===== config.mk =====
export PLATFORM = sky130hd
export DESIGN_NAME = imem_program_loader
export DESIGN_NICKNAME = d
export VERILOG_FILES = /design/src/rtl/loader_pkg.sv /design/src/rtl/loader_byte_serializer.sv /design/src/rtl/imem_program_loader.sv
export SDC_FILE = /design/constraint.sdc
export NUM_CORES = 1
export LEC_CHECK = 0
export CORE_ASPECT_RATIO = 0.75
export CORE_MARGIN = 2
export CORE_UTILIZATION = 35
export DETAILED_ROUTE_END_ITERATION = 12
export PLACE_DENSITY = 0.66
export SLEW_MARGIN = 10
export SYNTH_ARGS = -nofsm -noshare
export SYNTH_HDL_FRONTEND = slang
export SYNTH_SLANG_ARGS = --single-unit

===== constraint.sdc =====
create_clock -name clock -period 3.6 [get_ports clock]
set_input_delay 0.72 -clock clock [delete_from_list [all_inputs] [get_ports clock]]
set_output_delay 0.72 -clock clock [all_outputs]
set_load 0.05 [all_outputs]

===== src/rtl/loader_pkg.sv =====
// Shared types and constants for the instruction-RAM program loader.
package loader_pkg;

  typedef enum logic [1:0] {IDLE, LOAD, SETTLE, RUN} state_t;

  // Byte position within a 32-bit instruction word (k = 0..3).
  typedef logic [1:0] lane_t;

  localparam int unsigned WORD_W = 32;
  localparam int unsigned BYTE_W = 8;

  // Extra bits above the word-count width for the run-budget counter.
  localparam int unsigned BUDGET_EXTRA_W = 8;

  // Byte written at address offset `lane` of a word, for either endianness.
  function automatic logic [BYTE_W-1:0] lane_byte(input logic [WORD_W-1:0] word,
                                                  input lane_t lane,
                                                  input logic big_endian);
    lane_t idx;
    idx = big_endian ? lane_t'(2'd3 - lane) : lane;
    case (idx)
      2'd0:    return word[7:0];
      2'd1:    return word[15:8];
      2'd2:    return word[23:16];
      default: return word[31:24];
    endcase
  endfunction

endpackage


===== src/rtl/loader_byte_serializer.sv =====
// Holds one instruction word and writes it as 4 consecutive byte strobes.
// Ports:
//   clock, reset          rising-edge clock, async active-high reset
//   load                  capture load_word / load_addr; first byte is output next cycle
//   load_word, load_addr  word to emit and byte address of its lane 0
//   we, addr, wdata       registered byte-write port
//   lane                  lane currently on the write port
//   last_c                lane 3 is being written this cycle
module loader_byte_serializer
  import loader_pkg::*;
#(
  parameter int unsigned ADDR_W     = 10,
  parameter int unsigned BIG_ENDIAN = 1
) (
  input  logic              clock,
  input  logic              reset,
  input  logic              load,
  input  logic [WORD_W-1:0] load_word,
  input  logic [ADDR_W-1:0] load_addr,
  output logic              we,
  output logic [ADDR_W-1:0] addr,
  output logic [BYTE_W-1:0] wdata,
  output logic [1:0]        lane,
  output logic              last_c
);

  localparam logic BE = (BIG_ENDIAN != 0);

  logic [WORD_W-1:0] word;

  // A new load may overwrite the word during its lane-3 write: no idle gap.
  always_ff @(posedge clock or posedge reset) begin
    if (reset) begin
      word  <= '0;
      lane  <= '0;
      we    <= 1'b0;
      addr  <= '0;
      wdata <= '0;
    end else if (load) begin
      word  <= load_word;
      lane  <= 2'd0;
      we    <= 1'b1;
      addr  <= load_addr;
      wdata <= lane_byte(load_word, 2'd0, BE);
    end else if (we) begin
      if (lane == 2'd3) begin
        we <= 1'b0;
      end else begin
        lane  <= lane + 2'd1;
        addr  <= addr + ADDR_W'(1);
        wdata <= lane_byte(word, lane + 2'd1, BE);
      end
    end
  end

  assign last_c = we && (lane == 2'd3);

endmodule


===== src/rtl/imem_program_loader.sv =====
// Loads a stream of instruction words byte-serially into instruction RAM while
// holding the core in reset, then releases reset for a cycle budget and flags done.
// Ports:
//   clock, reset     rising-edge clock, async active-high reset
//   start            begin a load/run sequence (accepted only when idle)
//   word_count       words to load, sampled on an accepted start
//   in_valid/ready   instruction word handshake, in_data is the word
//   mem_we/addr/wdata byte write port to instruction RAM
//   core_reset       reset to the core, low only while running
//   busy             sequence in progress
//   done, err        sticky completion / oversize-request flags
//   loaded_words     words completely written so far
module imem_program_loader
  import loader_pkg::*;
#(
  parameter int unsigned DEPTH_WORDS      = 256,
  parameter int unsigned ADDR_W           = 10,
  parameter int unsigned CNT_W            = 9,
  parameter int unsigned BIG_ENDIAN       = 1,
  parameter int unsigned BASE_ADDR        = 0,
  parameter int unsigned CYCLES_PER_INSTR = 1,
  parameter int unsigned DRAIN_CYCLES     = 4,
  parameter int unsigned RESET_HOLD       = 1
) (
  input  logic              clock,
  input  logic              reset,
  input  logic              start,
  input  logic [CNT_W-1:0]  word_count,
  input  logic              in_valid,
  output logic              in_ready,
  input  logic [WORD_W-1:0] in_data,
  output logic              mem_we,
  output logic [ADDR_W-1:0] mem_addr,
  output logic [BYTE_W-1:0] mem_wdata,
  output logic              core_reset,
  output logic              busy,
  output logic              done,
  output logic              err,
  output logic [CNT_W-1:0]  loaded_words
);

  localparam int unsigned BUDGET_W  = CNT_W + BUDGET_EXTRA_W;
  localparam int unsigned HOLD_LAST = (RESET_HOLD > 0) ? RESET_HOLD - 1 : 0;
  localparam int unsigned HOLD_W    = (HOLD_LAST > 0) ? $clog2(HOLD_LAST + 1) : 1;

  state_t              state;
  logic [CNT_W-1:0]    target;
  logic [CNT_W-1:0]    issued;
  logic [HOLD_W-1:0]   hold_cnt;
  logic [BUDGET_W-1:0] run_cnt;

  logic                accept_c;
  logic [CNT_W-1:0]    issued_next_c;
  logic                ready_next_c;
  logic [BUDGET_W-1:0] budget_c;
  logic [BUDGET_W-1:0] run_load_c;
  logic [ADDR_W-1:0]   word_addr_c;
  logic [1:0]          sr_lane;
  logic                sr_last_c;

  assign accept_c      = in_valid && in_ready;
  assign issued_next_c = issued + CNT_W'(accept_c);
  assign word_addr_c   = ADDR_W'(BASE_ADDR) + ADDR_W'({issued, 2'b00});

  // in_ready is registered, so predict whether the serializer will be free
  // (idle or on its lane-3 write) in the coming cycle.
  always_comb begin
    ready_next_c = !accept_c && (!mem_we || sr_lane == 2'd3 || sr_lane == 2'd2)
                   && (issued_next_c < target);
    budget_c     = BUDGET_W'(target) * BUDGET_W'(CYCLES_PER_INSTR) + BUDGET_W'(DRAIN_CYCLES);
    run_load_c   = (budget_c == '0) ? '0 : budget_c - BUDGET_W'(1);
  end

  loader_byte_serializer #(
    .ADDR_W     (ADDR_W),
    .BIG_ENDIAN (BIG_ENDIAN)
  ) u_ser (
    .clock     (clock),
    .reset     (reset),
    .load      (accept_c),
    .load_word (in_data),
    .load_addr (word_addr_c),
    .we        (mem_we),
    .addr      (mem_addr),
    .wdata     (mem_wdata),
    .lane      (sr_lane),
    .last_c    (sr_last_c)
  );

  // Sequencer: IDLE -> LOAD -> SETTLE -> RUN -> IDLE, all outputs registered.
  always_ff @(posedge clock or posedge reset) begin
    if (reset) begin
      state        <= IDLE;
      core_reset   <= 1'b1;
      busy         <= 1'b0;
      done         <= 1'b0;
      err          <= 1'b0;
      in_ready     <= 1'b0;
      loaded_words <= '0;
      target       <= '0;
      issued       <= '0;
      hold_cnt     <= '0;
      run_cnt      <= '0;
    end else begin
      case (state)
        IDLE: begin
          if (start) begin
            done         <= 1'b0;
            err          <= 1'b0;
            loaded_words <= '0;
            issued       <= '0;
            target       <= word_count;
            if (32'(word_count) > DEPTH_WORDS) begin
              err  <= 1'b1;
              done <= 1'b1;
            end else if (word_count == '0) begin
              state    <= SETTLE;
              busy     <= 1'b1;
              hold_cnt <= HOLD_W'(HOLD_LAST);
            end else begin
              state    <= LOAD;
              busy     <= 1'b1;
              in_ready <= 1'b1;
            end
          end
        end

        LOAD: begin
          issued   <= issued_next_c;
          in_ready <= ready_next_c;
          if (sr_last_c) begin
            loaded_words <= loaded_words + CNT_W'(1);
            if (loaded_words + CNT_W'(1) == target) begin
              state    <= SETTLE;
              in_ready <= 1'b0;
              hold_cnt <= HOLD_W'(HOLD_LAST);
            end
          end
        end

        SETTLE: begin
          if (hold_cnt == '0) begin
            state      <= RUN;
            core_reset <= 1'b0;
            run_cnt    <= run_load_c;
          end else begin
            hold_cnt <= hold_cnt - HOLD_W'(1);
          end
        end

        RUN: begin
          if (run_cnt == '0) begin
            state      <= IDLE;
            core_reset <= 1'b1;
            busy       <= 1'b0;
            done       <= 1'b1;
          end else begin
            run_cnt <= run_cnt - BUDGET_W'(1);
          end
        end

        default: state <= IDLE;
      endcase
    end
  end

endmodule

# ---- Word-level counts from Yosys, hierarchy flattened
# Cells that the tools add are included.
dict set report classes {
  n_addsub 9
  multipliers 0
  div 0
  magnitude_cmp 2
  eq_ne 18
  shift 0
  n_mux 52
  bitwise 0
  reduce_logical 29
}
# op count
set op_table {}
lappend op_table {{$mux W17} 3}
lappend op_table {{$pmux W9 S2} 2}
lappend op_table {{$logic_not A17 Y1} 2}
lappend op_table {{$pmux W17 S2} 1}
lappend op_table {{$mux W10} 3}
lappend op_table {{$mux W8} 3}
lappend op_table {{$pmux W8 S3} 1}
lappend op_table {{$mux W1} 21}
lappend op_table {{$mux W2} 10}
lappend op_table {{$ne A2 B2 Y1 const B} 10}
lappend op_table {{$mux W9} 2}
lappend op_table {{$sub A17 B1 Y17 const B} 1}
lappend op_table {{$reduce_and A3 Y1} 4}
lappend op_table {{$reduce_and A6 Y1} 2}
lappend op_table {{$sub A10 B1 Y11 const B} 1}
lappend op_table {{$add A10 B1 Y10 const B} 1}
lappend op_table {{$add A9 B3 Y10 const B} 1}
lappend op_table {{$eq A2 B2 Y1 const B} 5}
lappend op_table {{$add A9 B1 Y9} 1}
lappend op_table {{$add A9 B1 Y9 const B} 1}
lappend op_table {{$eq A9 B9 Y1} 1}
lappend op_table {{$gt A9 B9 Y1 const B} 1}
lappend op_table {{$logic_not A9 Y1} 1}
lappend op_table {{$lt A9 B9 Y1} 1}
lappend op_table {{15 further kinds} 31}
dict set report word_totals {
  ff_bits 105
  latchBits 0
  ram_bits 0
  rom_bits 0
  in_bits 45
  out_inout_bits 33
  wordCells 126
  mem_count 0
}

# ---- Logic depth before layout (Yosys ltp)
# Gate-level depths: netlist of run 1.
dict set report logic_depth {
  ltp_word 8
  mapped_depth 13
  depth_no_buf 12
}

# ---- Cells and area by module
# Synthesis of run 1 repeated with hierarchy kept, for this count alone.
dict set report hier_totals {
  cells_unflattened 621
  area_unflattened_um2 6054.6
}
# mod instances cells_per_inst area_each_um2 seq_area_each_um2
set modules_own_cells {}
lappend modules_own_cells {imem_program_loader 1 390 3513.4 1277.5}
lappend modules_own_cells {loader_byte_serializer 1 231 2541.2 1326.3}

# ---- Worst setup path before layout of run 1
# No wires, ideal clock.
dict set report synth_path {
  path_kind {flip-flop to flip-flop}
  startpoint {reg in_ready}
  endpoint {reg in_ready}
  setup_ns 0.094
  t_arrival_ns 3.160
  required_time_ns 3.506
  setup_slack_ns 0.346
  stages_incl_launch_ff 14
  n_path_buf 1
  synth_period_minus_slack_ns 3.254
  cell_sequence {dfrtp_1 -> nand2_1 -> inv_2 -> clkbuf_1 -> ha_1 -> ha_1 -> and3_1 -> nand3_1 -> xnor2_1 -> ha_1 -> a21oi_1 -> o21ai_0 -> a311o_1 -> a211oi_1}
}
dict set report synth_between {
  elab_chain_len 7
  word_cells_on_any_way 9
  cone_classes {1 x add/sub; 1 x order compare; 3 x mux; 4 x reduce/logical}
}
# item line_no
set synth_lines {}
lappend synth_lines {{start: declaration} imem_program_loader.sv:30} ;# output logic in_ready,
lappend synth_lines {{start signal: assignment} imem_program_loader.sv:130} ;# in_ready <= ready_next_c;
lappend synth_lines {{$logic_and A1 B1 Y1 *} imem_program_loader.sv:61} ;# assign accept_c = in_valid && in_ready;
lappend synth_lines {{net accept_c} imem_program_loader.sv:52} ;# logic accept_c;
lappend synth_lines {{$add A9 B1 Y9 or $logic_not A1 Y1 (tied branches)} {imem_program_loader.sv:62, imem_program_loader.sv:68}}
lappend synth_lines {{$lt A9 B9 Y1 or $logic_and A1 B1 Y1 (tied branches)} {imem_program_loader.sv:69, imem_program_loader.sv:68}}
lappend synth_lines {{$logic_and A1 B1 Y1 *} imem_program_loader.sv:69} ;# && (issued_next_c < target);
lappend synth_lines {{$mux W1} imem_program_loader.sv:133} ;# if (loaded_words + CNT_W'(1) == target) begin
lappend synth_lines {{$mux W1 *} imem_program_loader.sv:131} ;# if (sr_last_c) begin
lappend synth_lines {{$pmux W1 S2 *} imem_program_loader.sv:105} ;# case (state)
# The timed path passes the listed nets; every way through them passes the cells marked *.
# A chain may end at the register's enable or synchronous reset.

# ---- Final worst setup path of run 1
dict set report layout_path {
  startpoint {in in_valid}
  endpoint {reg in_ready}
}
dict set report layout_between {
  elab_chain_len 7
  word_cells_on_any_way 9
  cone_classes {1 x add/sub; 1 x order compare; 3 x mux; 4 x reduce/logical}
}
# item line_no
set layout_lines {}
lappend layout_lines {{start: declaration} imem_program_loader.sv:29} ;# input logic in_valid,
lappend layout_lines {{$logic_and A1 B1 Y1 *} imem_program_loader.sv:61}
lappend layout_lines {{$add A9 B1 Y9 or $logic_not A1 Y1 (tied branches)} {imem_program_loader.sv:62, imem_program_loader.sv:68}}
lappend layout_lines {{$lt A9 B9 Y1 or $logic_and A1 B1 Y1 (tied branches)} {imem_program_loader.sv:69, imem_program_loader.sv:68}}
lappend layout_lines {{$logic_and A1 B1 Y1 *} imem_program_loader.sv:69}
lappend layout_lines {{$mux W1} imem_program_loader.sv:133}
lappend layout_lines {{$mux W1 *} imem_program_loader.sv:131}
lappend layout_lines {{$pmux W1 S2 *} imem_program_loader.sv:105}
# Every way passes the cells marked *; elsewhere a longest branch is shown, timed or not.

==> impl_results.md, run 1 <==
- Status: complete, no violations
- Height of the die: 115 um
- I/O pin count: 78
- Die width: ~150 um
- Fin nets: just under 800
- HPWL after detailed placement: just over 10000 um
- Core Util, Final: 0.432
- DRT antenna net count: 0
- Synth Area per Inst: 8.90 um2
- Number of max-cap violations: 0
- Setup_tns: 0 ns
- Final setup viols: 0
- CTS Buf Count: 9
- Asr flop ratio synth: 1.00
- Sink Count: 96
- Sw Share: 0.456
- Setup Skew: 0.00931 ns
- Minimum clock period after layout: 3.21 ns
- Tot Pwr: 0.00566 W
- DRC viols: 0
- Worst endpoint required time: 3.86 ns
- Switching power total: approximately 0.0026 W
- Placer Congestion: 0.805
- Worst Max-Slew Pin Slew: ~0.84 ns
- Arrival time at the worst endpoint: roughly 3.5 ns
- Distinct cell type count after synthesis: 69
- Prevailing post-synth register cell: dfrtp_1
- Initial antenna violation count: 0
- Hold buffers post-CTS: 0
- Final wirelength: between 10000 and 15000 um
- Placeable Area: between 15000 and 20000 um2
- Clk_lat worst skew: 0.35 ns
- Area after DPL: 6630 um2
- Post-Synthesis Cell Area: 5760 um2
- Ys Warns: 0
- Reg clk slew, reported paths: ~0.07 ns
- Htree depth: 3
- Vias in the first global route: approximately 4600
- Drt pass-1 iters: 6
- Gates resized, CTS repair: 0
- Syn-to-layout area delta: 20.5%
- CTS tree: built
- Ant diodes: 0
- Crit path from: in_valid
- Peak VDD IR: 0.318 mV
- Storage element area: 2400 um2
- Total power density per cell area: 816 nW/um2
- WL per Instance: between 15 and 20 um
- Fin Hold WS: around 0.46 ns
- Worst r2r src: in_ready
- Pin count of the biggest net entering global routing: 62
- Footprint of the multi-input gates: 3060 um2
- Hold Path Class: reg -> reg
- Worst Setup Start Kind: input port
- Crit path max fanout: 5
- Yosys reg bits: between 90 and 100
- Layout filler cell count: 1588
- Gate power share: 0.489
- Fin. Hold Viols: 0
- Max-slew violations: 0
- Design area: 6940 um2
- Critical path capture point type: flop
- IO Port Bufs: 77
- Standard-cell rows: 40
- 1st-iter DRT viols: 414
- Leakage: 2.99 nW
- Share of cells above drive strength 1: 0.0636
- Detailed-route via count: 4889
- Final period utilization: 0.892
- Global-route wire length before repair: roughly 24000 um
- Post-Syn Instances: 647
- Internal power: between 0.003 and 0.004 W
- Maximum buffer depth of the clock tree: 2
- Post-CTS Setup Repair Bufs: 0
- Vias per cell: 5.33
- Worst hold start: core_reset
- Rel. slew slack: 0.439
- Grt total ovfl: 0
- Starting Density: 0.359
- Seq/Total Area, Yosys: 0.417
- Max Freq: 0.311 GHz
- GRT Total Usage: 0.171
- Register share of total power: 0.333
- Synthesized Nets: a little over 700
- Die area: 17500 um2
- Setup Crit Path Kind: in -> reg
- Root Driver: clkbuf_16
- Post-synth EDFFs: 0
- Clk network pwr share: 0.179
- Unrepaired setup endpoints after global routing: no
-- worst paths after layout --
check                                      end  slack, ns  depth (start not counted)
worst max-delay path                  in_ready       0.39                         13
worst min-delay path                core_reset       0.46                          2
worst max register to register        in_ready       0.77                         12
worst min register to register      core_reset       0.46                          2
max in group asynchronous        u_ser.word[2]       2.03                          3
min in group asynchronous       u_ser.word[11]       0.85                          2
-- cell families (layout without fill, tap and decap cells) --
family / Yosys count / in the layout / share of synthesized area
muxes: 15 / 15 / 0.0282
DFF: 96 / 96 / 0.417
adders and majority gates: 25 / 25 / 0.0543
xor gates and xnor gates: 39 / 39 / 0.0593
AOI/OAI and AO/OA: 145 / 145 / 0.169
and+or+nand+nor: 267 / 267 / 0.220
buffers and inverters: 60 / 120 / 0.0521
-- cells in the final DEF (no fill, tap or decap), drive strengths merged, types with 3 or more instances in the layout --
master	count
clkbuf	10
mux2i	5
nor2b	7
ha	25
o22ai	6
nor4b	4
nand4	11
buf	5
a22o	7
a2111oi	3
clkdlybuf4s50	77
and3	8
nor4	6
a31oi	4
o21ai	47
o31ai	7
xnor2	22
mux2	10
clkinv	3
inv	24
dfrtp	95
nor3	12
a21oi	32
o21a	5
a222oi	8
nand3	30
nand2	138
nor2	30
xor2	17
and2	4
nand2b	3
o2111ai	3
or3	5
-- worst max-delay path: stages --
cell,delay (ns)
clkdlybuf4s50_1,0.46
nand2_1,0.07
inv_2,0.07
ha_1,0.18
ha_1,0.27
and3_1,0.27
nand3_1,0.11
xnor2_1,0.20
ha_1,0.27
a21oi_1,0.15
o21ai_0,0.11
a311o_1,0.36
a211oi_1,0.23
-- state kept, by name (all words and copies together) (netlist names) --
signal / count
u_ser.we: 1
done: 1
state: 2
in_ready: 1
loaded_words: 9
u_ser.lane: 2
err: 1
u_ser.word: 24
busy: 1
u_ser.addr: 10
run_cnt: 17
target: 9
issued: 9
core_reset: 1
u_ser.wdata: 8
-- per-layer routing --
layer | up-vias | GRT usage | share of wire
met4 | 0 | 0.0417 | 0.0068
met1 | 2358 | 0.253 | 0.52
met3 | 7 | 0.0384 | 0.043
li1 | 2410 | - | -
met2 | 114 | 0.253 | 0.43
met5 | - | 0 | 0
-- power by group through the flow --
| stage | combinational (W) | sequential [W] | clock, W |
|---|---|---|---|
| detailed placement | 0.00274 | 0.00189 | 0 |
| finish | 0.00277 | 0.00188 | 0.00101 |
| global placement | 0.00271 | 0.00190 | 0 |
| CTS | 0.00276 | 0.00188 | 0.00104 |
| global route | 0.00306 | 0.00194 | 0.00109 |
| floorplan | 0.00189 | 0.00201 | 0 |
-- per-stage QoR --
stage	setup slack [ns]	std cells
after global placement	0.158	901
after global routing	0.190	917
after floorplan	0.346	647
after CTS	0.406	917
final	0.389	917
after detailed placement	0.0525	901
-- cell usage after synthesis, drive strengths merged, types with 13 or more instances --
library cell	instances	area [um2]
xor2	17	149
nand2	138	518
a21oi	32	160
inv	21	78.8
nor2	30	120
ha	25	313
clkbuf	25	124
buf	13	93.8
dfrtp	95	2380
o21ai	47	246
xnor2	22	193
nand3	30	155
-- cell type report --
cell class / instances / share of cell area
Clock buffer: 10 / 0.0344
Clock inverter: 6 / 0.0106
Inverter: 22 / 0.0123
Multi-Input combinational cell: 491 / 0.440
Sequential cell: 96 / 0.346
Tap cell: 210 / 0.0379
Timing Repair Buffer: 82 / 0.118
Note: power is estimated with default switching activity, not from simulation.
==> run 2: changes to the inputs <==
--- a/config.mk
+++ b/config.mk
@@ -13,4 +13,5 @@
 export SLEW_MARGIN = 10
 export SYNTH_ARGS = -nofsm -noshare
 export SYNTH_HDL_FRONTEND = slang
+export SYNTH_HIERARCHICAL = 1
 export SYNTH_SLANG_ARGS = --single-unit
==> run 2 against run 1 <==
Highest routed layer unchanged. Count of clock-buffer cells in the layout shrank 1. Register-to-register slack better by 0.05 ns. Via count decreased by 0.57%. Setup slack better by 0.10 ns. Maximum frequency rose by 3.3%. Hold slack gained 0.036 ns. Synthesized area grew 5.1%. Combinational power increased by 8.3%. Global-route usage shrank 0.13 points. Critical path depth is 1 higher. Design area increased by 5.9%. First-iteration DRC count shrank 5.1%.
==> impl_results.md, run 2 <==
- Worst endpoint required time: 3.90 ns
- Gates resized, CTS repair: 0
- Area fraction of the dominant cell type after synthesis: 0.426
- Post-Synthesis Cell Area: 6050 um2
- Htree depth: 3
- Hold Path Class: reg -> reg
- Standard-cell rows: 41
- Tot Pwr: approximately 0.0061 W
- WL per Instance: 16.5 um
- CTS Buf Count: 9
- Biggest regs: u_ser/word x32, run_cnt x17, u_ser/addr x10
- Worst path buffer plus inverter count: 2
- Most common cell after layout, fill and taps aside: dfrtp_1
- DRT antenna net count: 0
- Die width: 156 um
- Status: complete, no violations
- Maximum buffer depth of the clock tree: 2
- Worst r2r src: in_ready
- CP Depth: 14
- Final period utilization: 0.863
- CP Capture Point: in_ready
- Placer Congestion: 0.864
- Fin. Hold Viols: 0
- Distinct cell type count after synthesis: 69
- R2r worst-path depth: 13
- HPWL after detailed placement: roughly 11000 um
- Max-slew violations: 0
- Vias in the first global route: 4472
- Most frequent cells in the layout: dfrtp_1 (103), clkdlybuf4s50_1 (77), nand2_1 (51)
- Global-route wire length before repair: 24800 um
- Worst Setup Start Kind: input port
- Rel. slew slack: 0.470
- Syn-to-layout area delta: 21.4%
- Final setup viols: 0
- Setup_tns: 0 ns
- Root Driver: clkbuf_16
- Worst path top cell family by delay: simple AND/OR/NAND/NOR gates
- Post-CTS Setup Repair Bufs: 0
- Worst hold start: core_reset
- Arrival time at the worst endpoint: 3.40 ns
- Crit path max fanout: 3
- Placed cell count: 892
- Hold Path Depth: 2
- Fin nets: 758
- Clk network pwr share: 0.172
- Gate power share: 0.492
- Most frequent cell after synthesis: dfrtp_1
- Critical path capture point type: flop
- Post-synth EDFFs: 0
- CTS tree: built
- Height of the die: 118 um
- Area leader, netlist: dfrtp_1
- Vias per cell: 5.35
- Leading cell types by count after synthesis: dfrtp_1 (103), nand2_1 (51), inv_1 (47)
- Pin count of the biggest net entering global routing: 79
- Setup Crit Path Kind: in -> reg
- Drt pass-1 iters: 6
- Setup Skew: 0.0199 ns
- Post-Syn Instances: about 620
- I/O pin count: 78
- Prevailing post-synth register cell: dfrtp_1
- 1st-iter DRT viols: 393
- Biggest register: u_ser/word
- GRT Total Usage: 0.169
- Post-route insts no fill: 908
- Sink Count: 104
- DRC viols: 0
- R2R Path End: in_ready
- Number of max-cap violations: 0
- Switching power total: between 0.002 and 0.003 W
- Die area: 18400 um2
- Clk_lat worst skew: between 0.3 and 0.4 ns
- Internal power: 0.00337 W
- CP Cell Sequence: clkdlybuf4s50_1 > and2_2 > ha_1 > ha_1 > nand3_1 > nor2_1 > buf_4 > xor2_1 > ha_1 > o211a_1 > nand2_1 > nor4b_1 > o211ai_1 > a21oi_1
- Worst Max-Slew Pin Slew: 0.795 ns
- Final wirelength: 15000 um
- Unrepaired setup endpoints after global routing: no
- Leakage: 3.09 nW
- Register share of total power: 0.336
- Sw Share: 0.447
- Initial antenna violation count: 0
- Asr flop ratio synth: 1.00
- Max Freq: 0.322 GHz
- Grt total ovfl: 0
- Starting Density: 0.359
- Detailed-route via count: roughly 5000
- Seq/Total Area, Yosys: 0.430
- Worst path max stage delay: 0.45 ns
- Hold buffers post-CTS: 0
- Ys Warns: 6
- Synth top area cells: dfrtp_1 (43%), mux2_2 (6.5%), ha_1 (5.2%), nand2_1 (3.2%), o21ai_0 (3.1%)
- Max reg flops: 32
- Core Util, Final: 0.435
- Total power density per cell area: ~830 nW/um2
- Share of cells above drive strength 1: 0.114
- Crit path from: in_valid
- Yosys reg bits: 104
- Minimum clock period after layout: approximately 3.1 ns
- CP most frequent cell: ha_1
- Reg clk slew, reported paths: around 0.080 ns
- Synth Area per Inst: 9.75 um2
- Peak VDD IR: 0.338 mV
- Placeable Area: between 15000 and 20000 um2
- Slowest library cell on the worst path: clkdlybuf4s50_1
- IO Port Bufs: 77
- Ant diodes: 0
- Register-to-Register Setup Slack: about 0.82 ns
[run 2: power by group through the flow]
stage / Combinational, W / Clock, W / Sequential [W]
floorplan: 0.00188 / 0 / 0.00231
global placement: 0.00296 / 0 / 0.00206
finish: 0.00300 / 0.00105 / 0.00205
global route: 0.00329 / 0.00112 / 0.00213
CTS: 0.00299 / 0.00108 / 0.00205
detailed placement: 0.00299 / 0 / 0.00207
[run 2: area by class of cell]
cell class                      instances  area [um2]
Inverter                               48         180
Multi-Input combinational cell        440        3140
Fill cell                            1603        9530
Clock buffer                            9         225
Sequential cell                       104        2600
Clock inverter                          7        96.3
Timing Repair Buffer                   85         831
Tap cell                              215         269
[run 2: worst min path at each step]
stage / slack, ns / to
after CTS: 0.50 / core_reset
after floorplan: 0.47 / run_cnt[12]
after global routing: 0.53 / u_ser/word[3]
after detailed placement: 0.49 / err
final: 0.50 / core_reset
after global placement: 0.47 / err
[run 2: per-layer routing]
| metal | global-route usage | vias up | part of all wire |
|---|---|---|---|
| li1 | - | 2384 | - |
| met1 | 0.271 | 2330 | 0.53 |
| met2 | 0.226 | 137 | 0.40 |
| met3 | 0.0401 | 10 | 0.060 |
| met4 | 0.0378 | 0 | 0.0081 |
| met5 | 0 | - | 0 |
[run 2: tightest hold or removal path, delay by kind of cell, from the launching register on]
kind            cells  cell delay, ns
compound gates      1            0.06
buf+inv             1            0.05
flops               1            0.39
[run 2: logic make-up after synthesis]
family / after synthesis / share of synthesized area
and+or+nand+nor: 174 / 0.157
AOI/OAI and AO/OA: 163 / 0.180
DFF: 104 / 0.430
buffers and inverters: 78 / 0.0515
muxes: 44 / 0.0808
xor gates and xnor gates: 32 / 0.0486
adders and majority gates: 25 / 0.0517
other: 1 / 0.000619
[run 2: through the flow]
step | setup slack, ns | hold slack [ns] | area, um2
final | 0.492 | 0.498 | 7350
after floorplan | 0.673 | 0.475 | 6060
after global routing | 0.157 | 0.526 | 7350
after CTS | 0.521 | 0.499 | 7350
after detailed placement | 0.161 | 0.485 | 7030
after global placement | 0.159 | 0.469 | 7030
==> run 3: changes to the inputs <==
==> constraint.sdc (replaced) <==
create_clock -name clock -period 2.94 [get_ports clock]
set_input_delay 0.588 -clock clock [delete_from_list [all_inputs] [get_ports clock]]
set_output_delay 0.588 -clock clock [all_outputs]
set_load 0.05 [all_outputs]
==> run 3 against run 2 <==
Setup slack worse by 0.33 ns. Critical path depth unchanged. Core utilization up 1.1 points. Clock skew down 0.0045 ns. Global-route usage up 0.26 points. Hold slack worse by 0.014 ns. Via count up 2.2%. Design area up 2.5%. Sequential share of layout area down 0.86 points. Register-to-register slack worse by 0.51 ns. Count of clock-buffer cells in the layout unchanged. Sequential power up 22%.
==> impl_results.md, run 3 (synthesis gave the netlist of run 2 again) <==
- Footprint of the multi-input gates: roughly 3200 um2
- Htree depth: 3
- Leakage: between 3 and 4 nW
- Worst Max-Slew Pin Slew: ~0.83 ns
- Final period utilization: 0.945
- Register share of total power: 0.332
- Share of cells above drive strength 1: 0.145
- Vias per cell: 5.38
- Total power density per cell area: between 1000 and 1500 nW/um2
- Fin. Hold Viols: 0
- Setup Skew: 0.0154 ns
- Standard-cell rows: 41
- Vias in the first global route: between 4000 and 5000
- Layout filler cell count: 1592
- Global-route wire length before repair: 25100 um
- Biggest regs: u_ser/word x32, run_cnt x17, u_ser/addr x10
- Sink Count: 104
- Pin count of the biggest net entering global routing: approximately 80
- Minimum clock period after layout: 2.78 ns
- Ant diodes: 0
- Final setup viols: 0
- CTS Buf Count: 9
- Die area: 18400 um2
- Fin Hold WS: 0.484 ns
- Biggest register: u_ser/word
- Switching power total: 0.00336 W
- DRC viols: 0
- Root Driver: clkbuf_16
- Placeable Area: about 17000 um2
- Final wirelength: roughly 15000 um
- Rel. slew slack: 0.447
- Reg clk slew, reported paths: 0.09 ns
- Sw Share: 0.443
- Arrival time at the worst endpoint: 3.07 ns
- Height of the die: 118 um
- Peak VDD IR: approximately 0.31 mV
- WL per Instance: 16.6 um
- Detailed-route via count: 4968
- Grt total ovfl: 0
- Number of max-cap violations: 0
- Clk network pwr share: 0.162
- I/O pin count: 78
- Maximum buffer depth of the clock tree: 2
- Fin nets: 774
- Die width: 156 um
- Crit path max fanout: 2
- Starting Density: 0.359
- Most common cell after layout, fill and taps aside: dfrtp_1
- Setup Crit Path Kind: in -> reg
- Hold Path Class: reg -> reg
- Max Freq: 0.360 GHz
- Worst endpoint required time: 3.23 ns
- Hold buffers post-CTS: 0
- Status: complete, no violations
- HPWL after detailed placement: 11200 um
- 1st-iter DRT viols: 362
- Placer Congestion: approximately 0.87
- Storage element area: 2600 um2
- Max-slew violations: 0
- Drt pass-1 iters: 5
- GRT Total Usage: 0.172
- CTS tree: built
- Gate power share: 0.506
- Max reg flops: 32
- Clk_lat worst skew: 0.36 ns
- Post-CTS Setup Repair Bufs: 0
- Critical path capture point type: flop
- Internal power: 0.00422 W
- Most frequent cells in the layout: dfrtp_1 (103), clkdlybuf4s50_1 (77), nand2_1 (51)
- Core Util, Final: 0.446
- Syn-to-layout area delta: 24.4%
- DRT antenna net count: 0
- IO Port Bufs: 77
- Worst Setup Start Kind: input port
- Initial antenna violation count: 0
-- run 3: cell count changes in the layout (fill, tap and decap cells not counted), moves of 2 or more --
cell	change
ha_4	+2
nand3_1	-2
nor2_1	-2
ha_1	-2
buf_4	+16
-- run 3: timing repair --
item | in CTS | in global routing
setup endpoints to repair | 1 | 1
pin swaps | 0 | 3
cloned | 0 | 0
endpoints found under the hold margin | 0 | 0
gates resized for setup | 2 | 12
-- run 3: critical path, cell delays in order --
cell	delay (ns)
clkdlybuf4s50_1	0.47
and2_2	0.18
ha_4	0.15
ha_4	0.14
nand3_4	0.09
nor2_4	0.13
buf_4	0.13
xor2_1	0.14
ha_1	0.24
o211a_1	0.24
nand2_1	0.08
nor4b_4	0.20
o211ai_1	0.12
a21oi_1	0.15
-- run 3: area by class of cell --
class / count / area share
clock inverters: 7 / 0.0113
multi-input cells: 440 / 0.427
inverters: 48 / 0.0239
flip-flops and latches: 104 / 0.346
clock buffers: 9 / 0.0299
repair buffers: 101 / 0.126
well taps: 215 / 0.0357
-- run 3: worst paths after layout --
kind	from	end	slack [ns]	depth (start not counted)
min in group asynchronous	reset	u_ser/word[8]	0.76	3
max in group asynchronous	reset	run_cnt[11]	1.70	3
hold / removal	err	err	0.48	2
setup reg to reg	loaded_words[1]	state[1]	0.31	7
setup / recovery	in_valid	in_ready	0.16	14
hold reg to reg	err	err	0.48	2
-- run 3: per-stage QoR --
stage | power, W | setup TNS, ns | instances | worst slack [ns] | area [um2]
5_1_grt | 0.00810 | -0.00484 | 924 | -0.00484 | 7530
6_report | 0.00757 | 0 | 924 | 0.161 | 7530
4_1_cts | 0.00754 | 0 | 924 | 0.0192 | 7470
2_1_floorplan | 0.00514 | 0 | 622 | 0.0253 | 6060
3_3_place_gp | 0.00624 | -0.372 | 908 | -0.372 | 7150
3_5_place_dp | 0.00629 | -0.424 | 908 | -0.424 | 7150
-- run 3: per-layer routing --
metal,global-route usage,wire length [um],vias up
met5,0,0,-
met4,0.0424,146,0
met3,0.0420,862,11
met2,0.230,6160,122
met1,0.272,8130,2400
li1,-,-,2435
-- run 3: power by group through the flow --
stage	Clock, W	Sequential, W	Combinational (W)
floorplan	0	0.00283	0.00231
global placement	0	0.00251	0.00373
detailed placement	0	0.00252	0.00377
CTS	0.00126	0.00250	0.00379
global route	0.00132	0.00259	0.00419
finish	0.00123	0.00251	0.00383
